## src/rtl/uart_pkg.sv

```systemverilog
// Shared UART definitions: receiver FSM encoding and default line timing,
// kept here so the transmit side can reuse the same constants.
package uart_pkg;

  localparam int unsigned DEF_CLK_FREQ = 50_000_000;
  localparam int unsigned DEF_BAUD     = 9600;
  localparam int          CNT_W        = 13;

  typedef enum logic [1:0] {
    IDLE  = 2'd0,
    START = 2'd1,
    DATA  = 2'd2,
    STOP  = 2'd3
  } rx_state_t;

endpackage

```

## src/rtl/uart_byte_rx_if.sv

```systemverilog
// Byte-level output bundle of the UART receiver; the receiver drives it
// through the master modport, the display stage reads it through the slave one.
interface uart_byte_rx_if;

  logic [7:0] rx_data;
  logic       rx_valid;
  logic       frame_err;
  logic       rx_busy;

  modport master (output rx_data, rx_valid, frame_err, rx_busy);
  modport slave  (input  rx_data, rx_valid, frame_err, rx_busy);

endinterface

```

## src/rtl/sync_2ff.sv

```systemverilog
// Two-flop synchronizer for a single asynchronous input; the reset value is
// chosen per use so an idle line does not look like an edge after reset.
module sync_2ff #(
  parameter logic RST_VAL = 1'b1
) (
  input  logic clk,
  input  logic rst,
  input  logic d,
  output logic q
);

  logic meta;

  always_ff @(posedge clk or posedge rst) begin
    if (rst) begin
      meta <= RST_VAL;
      q    <= RST_VAL;
    end else begin
      meta <= d;
      q    <= meta;
    end
  end

endmodule

```

## src/rtl/uart_byte_rx.sv

```systemverilog
// 8N1 UART receiver: samples each bit at its centre, keeps the last good byte
// on rx_data and reports each frame with a one-clock rx_valid or frame_err.
module uart_byte_rx
  import uart_pkg::*;
#(
  parameter int unsigned CLK_FREQ = DEF_CLK_FREQ,
  parameter int unsigned BAUD     = DEF_BAUD
) (
  input  logic           clk,
  input  logic           rst,
  input  logic           rx,
  uart_byte_rx_if.master rx_if
);

  localparam int unsigned BIT_CYC  = CLK_FREQ / BAUD;
  localparam int unsigned HALF_CYC = BIT_CYC / 2;
  localparam logic [CNT_W-1:0] BIT_LAST  = CNT_W'(BIT_CYC - 1);
  localparam logic [CNT_W-1:0] HALF_LAST = CNT_W'(HALF_CYC - 1);

  rx_state_t        state;
  logic [CNT_W-1:0] cnt;
  logic [2:0]       bit_idx;
  logic [7:0]       shift;
  logic [7:0]       rx_data_q;
  logic             rx_valid_q;
  logic             frame_err_q;
  logic             rx_s;
  logic             rx_s_q;

  sync_2ff #(.RST_VAL(1'b1)) u_rx_sync (
    .clk (clk),
    .rst (rst),
    .d   (rx),
    .q   (rx_s)
  );

  // Status pulses default low each cycle; only the STOP sample raises one.
  always_ff @(posedge clk or posedge rst) begin
    if (rst) begin
      state       <= IDLE;
      cnt         <= '0;
      bit_idx     <= '0;
      shift       <= '0;
      rx_data_q   <= '0;
      rx_valid_q  <= 1'b0;
      frame_err_q <= 1'b0;
      rx_s_q      <= 1'b1;
    end else begin
      rx_valid_q  <= 1'b0;
      frame_err_q <= 1'b0;
      rx_s_q      <= rx_s;
      case (state)
        IDLE: begin
          if (rx_s_q && !rx_s) begin
            state <= START;
            cnt   <= '0;
          end
        end
        START: begin
          if (cnt == HALF_LAST) begin
            cnt <= '0;
            if (rx_s) begin
              state <= IDLE;
            end else begin
              state   <= DATA;
              bit_idx <= '0;
            end
          end else begin
            cnt <= cnt + 1'b1;
          end
        end
        DATA: begin
          if (cnt == BIT_LAST) begin
            cnt            <= '0;
            shift[bit_idx] <= rx_s;
            if (bit_idx == 3'd7) begin
              state <= STOP;
            end else begin
              bit_idx <= bit_idx + 3'd1;
            end
          end else begin
            cnt <= cnt + 1'b1;
          end
        end
        STOP: begin
          if (cnt == BIT_LAST) begin
            cnt   <= '0;
            state <= IDLE;
            if (rx_s) begin
              rx_data_q  <= shift;
              rx_valid_q <= 1'b1;
            end else begin
              frame_err_q <= 1'b1;
            end
          end else begin
            cnt <= cnt + 1'b1;
          end
        end
        default: state <= IDLE;
      endcase
    end
  end

  assign rx_if.rx_data   = rx_data_q;
  assign rx_if.rx_valid  = rx_valid_q;
  assign rx_if.frame_err = frame_err_q;
  assign rx_if.rx_busy   = (state != IDLE);

endmodule
```

## src/flat_wrapper.sv

```systemverilog
// flat-port wrapper written by rule: the top's interface ports become plain ports
module uart_byte_rx_flat import uart_pkg::*;
#(
  parameter int unsigned CLK_FREQ = DEF_CLK_FREQ,
  parameter int unsigned BAUD     = DEF_BAUD
)
  (clk, rst, rx, rx_if_rx_data, rx_if_rx_valid, rx_if_frame_err, rx_if_rx_busy);
  uart_byte_rx_if rx_if_i ();
  input  logic clk;
  input  logic rst;
  input  logic rx;
  output wire logic [$bits(rx_if_i.rx_data)-1:0] rx_if_rx_data;
  output wire logic [$bits(rx_if_i.rx_valid)-1:0] rx_if_rx_valid;
  output wire logic [$bits(rx_if_i.frame_err)-1:0] rx_if_frame_err;
  output wire logic [$bits(rx_if_i.rx_busy)-1:0] rx_if_rx_busy;
  assign rx_if_rx_data = rx_if_i.rx_data;
  assign rx_if_rx_valid = rx_if_i.rx_valid;
  assign rx_if_frame_err = rx_if_i.frame_err;
  assign rx_if_rx_busy = rx_if_i.rx_busy;
  uart_byte_rx #(.CLK_FREQ(CLK_FREQ), .BAUD(BAUD)) u_core (.clk(clk), .rst(rst), .rx(rx), .rx_if(rx_if_i));
endmodule
```

## config.mk

```make
export PLATFORM = sky130hd
export DESIGN_NAME = uart_byte_rx_flat
export DESIGN_NICKNAME = d
export VERILOG_FILES = /design/src/rtl/uart_pkg.sv /design/src/rtl/uart_byte_rx_if.sv /design/src/rtl/sync_2ff.sv /design/src/rtl/uart_byte_rx.sv /design/src/flat_wrapper.sv
export SDC_FILE = /design/constraint.sdc
export NUM_CORES = 1
export LEC_CHECK = 0
export CELL_PAD_IN_SITES_DETAIL_PLACEMENT = 0
export CELL_PAD_IN_SITES_GLOBAL_PLACEMENT = 1
export CORE_ASPECT_RATIO = 1.75
export CORE_MARGIN = 8
export CORE_UTILIZATION = 47
export DETAILED_ROUTE_END_ITERATION = 10
export PLACE_DENSITY = 0.77
export SLEW_MARGIN = 30
export SYNTH_ARGS = -nofsm -noshare
export SYNTH_HDL_FRONTEND = slang
export SYNTH_SLANG_ARGS = --single-unit
```

## constraint.sdc

```tcl
create_clock -name clk -period 4.8 [get_ports clk]
set_input_delay 0.48 -clock clk [delete_from_list [all_inputs] [get_ports clk]]
set_output_delay 0.48 -clock clk [all_outputs]
set_load 0.01 [all_outputs]
```

==> results.md <==
- Synth Area in XOR/XNOR: 0.867%
- Post-Syn Area per Cell: about 11 um^2
- Critical Path End: u_core.cnt[11]
- Syn nets: 198
- Post-synth EDFFs: 0
- Final setup violation count: 0
- Number of fill cells in the layout: 359
- Leakage power: 0.991 nW
- Async SR Flop Fraction: 100%
- Reg-to-reg setup timing slack: 2.73 ns
- Pin count of the biggest net entering global routing: 40
- Slowest cell on crit path: a31oi_2
- CTS tree: yes
- Period utilization: about 43%
- Drt pass-1 iters: 4
- Seq/Total Area, Yosys: 48.5%
- # DRC: 0
- First-pass GRT wire length: 7.29 mm
- Max Cap Viol: 0
- Slew at the pin closest to its max-slew limit: 0.605 ns
- Worst hold slack: 0.358 ns
- Post-synth top flop: dfrtp_1
- Worst path cell trace: ha_1 > and4_1 > a31oi_2 > nor2_1 > o211ai_1
- Mapped Cells: roughly 190
- Layout Nets: roughly 210
- RR Endpoint: u_core.cnt[11]
- Vias in the first global route: 1529
- Worst Hold Class: reg -> reg
- Area of the mapped netlist: 2020 um^2
- Fin. Hold Viols: 0
- Cell count after placement: 245
- Ant diodes: 0
- Setup Skew: about 0.0076 ns
- Critical Path AT: 2.27 ns
- Skew-Pair Late Insertion Delay: 0.29 ns
- Placed wire-length estimate: 3.14 mm
- Synth Area in Simple Gates: 23.5%
- Gpl congestion: 0.833
- Final Instance Area: 2270 um^2
- Post-synthesis sequential element count: 39
- Via density per instance: 6.01
- Outcome: finished, final reports clean
- Horiz. Die Dim: 65.6 um
- CTS buffer count: 5
- Fin crit period: 2.07 ns
- Max Slew Vio Count: 0
- Detailed Route Iter0 Violations: 129
- CP Max Fanout: 12
- Ratio of cells with drive above 1 in the final layout: between 10% and 20%
- Final wirelength: 4.38 mm
- IO Count: 14
- Die H: 103 um
- Layout Cells excl Fill: 253
- CORE AREA: 4150 um^2
- CP Class: reg -> reg
- Crit end category: flip-flop
- Clock sinks: 39
- Total negative setup slack: 0 ns
- Clock Tree Root: clkbuf_8
- Post-route ant nets: 0
- Critical R2R Launch: u_core.cnt[0]
- Wire per inst: 17.3 um
- CTS hold repair buffers: 0
- Pwr/cell area: ~340 nW/um^2
- Placed cell areas: between 2000 and 2500 um^2
- IO buf count: 13
- Post-synthesis mux area share: 8.92%
- CP Launch Point: u_core.cnt[0]
- CP peak stage delay: 0.57 ns
- Fmax achieved: 0.483 GHz
- Vias after detailed routing: 1520
- Setup bufs post-CTS: 0
- Distinct cells, synth: 46
- Multi-input logic area: 968 um^2
- Initial antenna violation count: 0
- Main combinational cell family by area after synthesis: simple AND/OR/NAND/NOR gates
- Synth warnings: 0
- Max VDD drop: 0.183 mV
- # rows: 31
- Clock H-tree levels: 2
- GR Overflow Total: 0
- Global Route Usage Sum: 14.1%
- Relative slew margins: 59.1%
- Synth Area in Compound Gates: 12.3%
- Max Root-Sink Buffers: 2
- Critical Path Start Type: flip-flop
- Worst-path clk slew: approximately 0.080 ns
- Post-synthesis adder-cell area fraction: 1.86%
- P&R area growth vs syn: 12.4%
- Total power: between 0.7 and 0.8 mW
- Cells on worst reg2reg path: 5
- Register area: between 900 and 1000 um^2
- WP data required: 5.00 ns
- RSZ-0062 raised after global routing: no
- Initial core utilization: ~50%
- PostCTS Resize Cnt: 0
- Die ar.: 6730 um^2
## layer usage
layer	vias up	wire length, um	GRT usage (%)	share of wire [%]
met4	0	95	7.43	2.2
met5	-	0	0	0
met3	9	151	3.26	3.4
met1	753	1720	14.7	39
li1	729	-	-	-
met2	29	2420	25.2	55
## registers in the layout (all words and copies together) (netlist names), named ones only
register / count
u_core.cnt: 13
u_core.rx_if.rx_data: 8
u_core.shift: 8
u_core.bit_idx: 3
u_core.rx_if.frame_err: 1
u_core.rx_if.rx_valid: 1
u_core.rx_s_q: 1
u_core.state: 1
u_core.u_rx_sync.meta: 1
u_core.u_rx_sync.q: 1
## per-stage QoR
stage / setup slack (ns) / util [%]
6_report: 2.73 / 54.7
3_5_place_dp: 2.41 / 52.4
5_1_grt: 2.56 / 54.7
3_3_place_gp: 2.53 / 52.3
2_1_floorplan: 3.00 / -
4_1_cts: 2.38 / 54.5
## cell families after synthesis
kind of cell / after synthesis
buffers and inverters: 18
multiplexers: 16
AND/OR/NAND/NOR: 78
XOR/XNOR: 2
AO/OA/AOI/OAI: 36
flip-flops: 39
adder cells (fa/ha/maj): 3
## worst min path at each step
stage | start | endpoint | slack (ns) | cells past startpoint
after floorplan | u_core.u_rx_sync.meta | u_core.u_rx_sync.q | 0.35 | 0
after global placement | u_core.u_rx_sync.meta | u_core.u_rx_sync.q | 0.35 | 0
after detailed placement | u_core.u_rx_sync.meta | u_core.u_rx_sync.q | 0.35 | 0
after CTS | u_core.u_rx_sync.meta | u_core.u_rx_sync.q | 0.36 | 0
after global routing | u_core.u_rx_sync.meta | u_core.u_rx_sync.q | 0.37 | 0
final | u_core.u_rx_sync.meta | u_core.u_rx_sync.q | 0.36 | 0
## Yosys cell counts, drive strengths merged, types with 3 or more instances
| master | number | area share, % |
|---|---|---|
| buf | 6 | 1.7 |
| clkbuf | 5 | 0.99 |
| dfrtp | 36 | 45 |
| dfstp | 3 | 3.9 |
| ha | 3 | 1.9 |
| inv | 7 | 1.3 |
| mux2 | 16 | 8.9 |
| nand2 | 26 | 4.8 |
| nand3 | 7 | 1.7 |
| nand4 | 5 | 2.3 |
| nor2 | 7 | 1.7 |
| nor2b | 4 | 1.2 |
| nor3 | 4 | 0.99 |
| nor4 | 8 | 3.2 |
| nor4b | 4 | 2.4 |
| o21ai | 8 | 2.0 |
| o22ai | 8 | 2.5 |
## worst max-delay path, delay by kind of cell, from the launching register on
kind            cells  cell delay, ns
compound gates      2            0.80
simple gates        2            0.50
flops               1            0.41
fa+ha+maj           1            0.27
## report_power, final
group          switching (mW)  internal, mW  total [mW]
combinational          0.0766        0.0583       0.135
clock                   0.120         0.101       0.221
sequential             0.0505         0.356       0.406
total                   0.247         0.515       0.762
## layout make-up
cell class	count	share of cell area [%]
tap	49	2.70
multi-input combinational	135	42.7
clock buffer	5	3.03
inverter	7	1.16
sequential	39	43.2
timing repair buffer	15	6.39
clock inverter	3	0.882
## placed cells by master (no fill, tap or decap), types with 3 or more instances in the layout
cell | Yosys | layout
dfrtp_1 | 36 | 36
nand2_1 | 26 | 26
clkdlybuf4s50_1 | 0 | 13
mux2_2 | 12 | 12
o22ai_1 | 8 | 8
o21ai_0 | 8 | 8
inv_1 | 7 | 7
nand3_1 | 7 | 7
nor4_1 | 7 | 7
nor2_1 | 6 | 6
clkbuf_8 | 0 | 5
nor3_1 | 4 | 4
nand4_1 | 4 | 4
nor2b_1 | 4 | 4
mux2_1 | 4 | 4
ha_1 | 3 | 3
dfstp_2 | 3 | 3
Power figures use the tool's default switching activity.
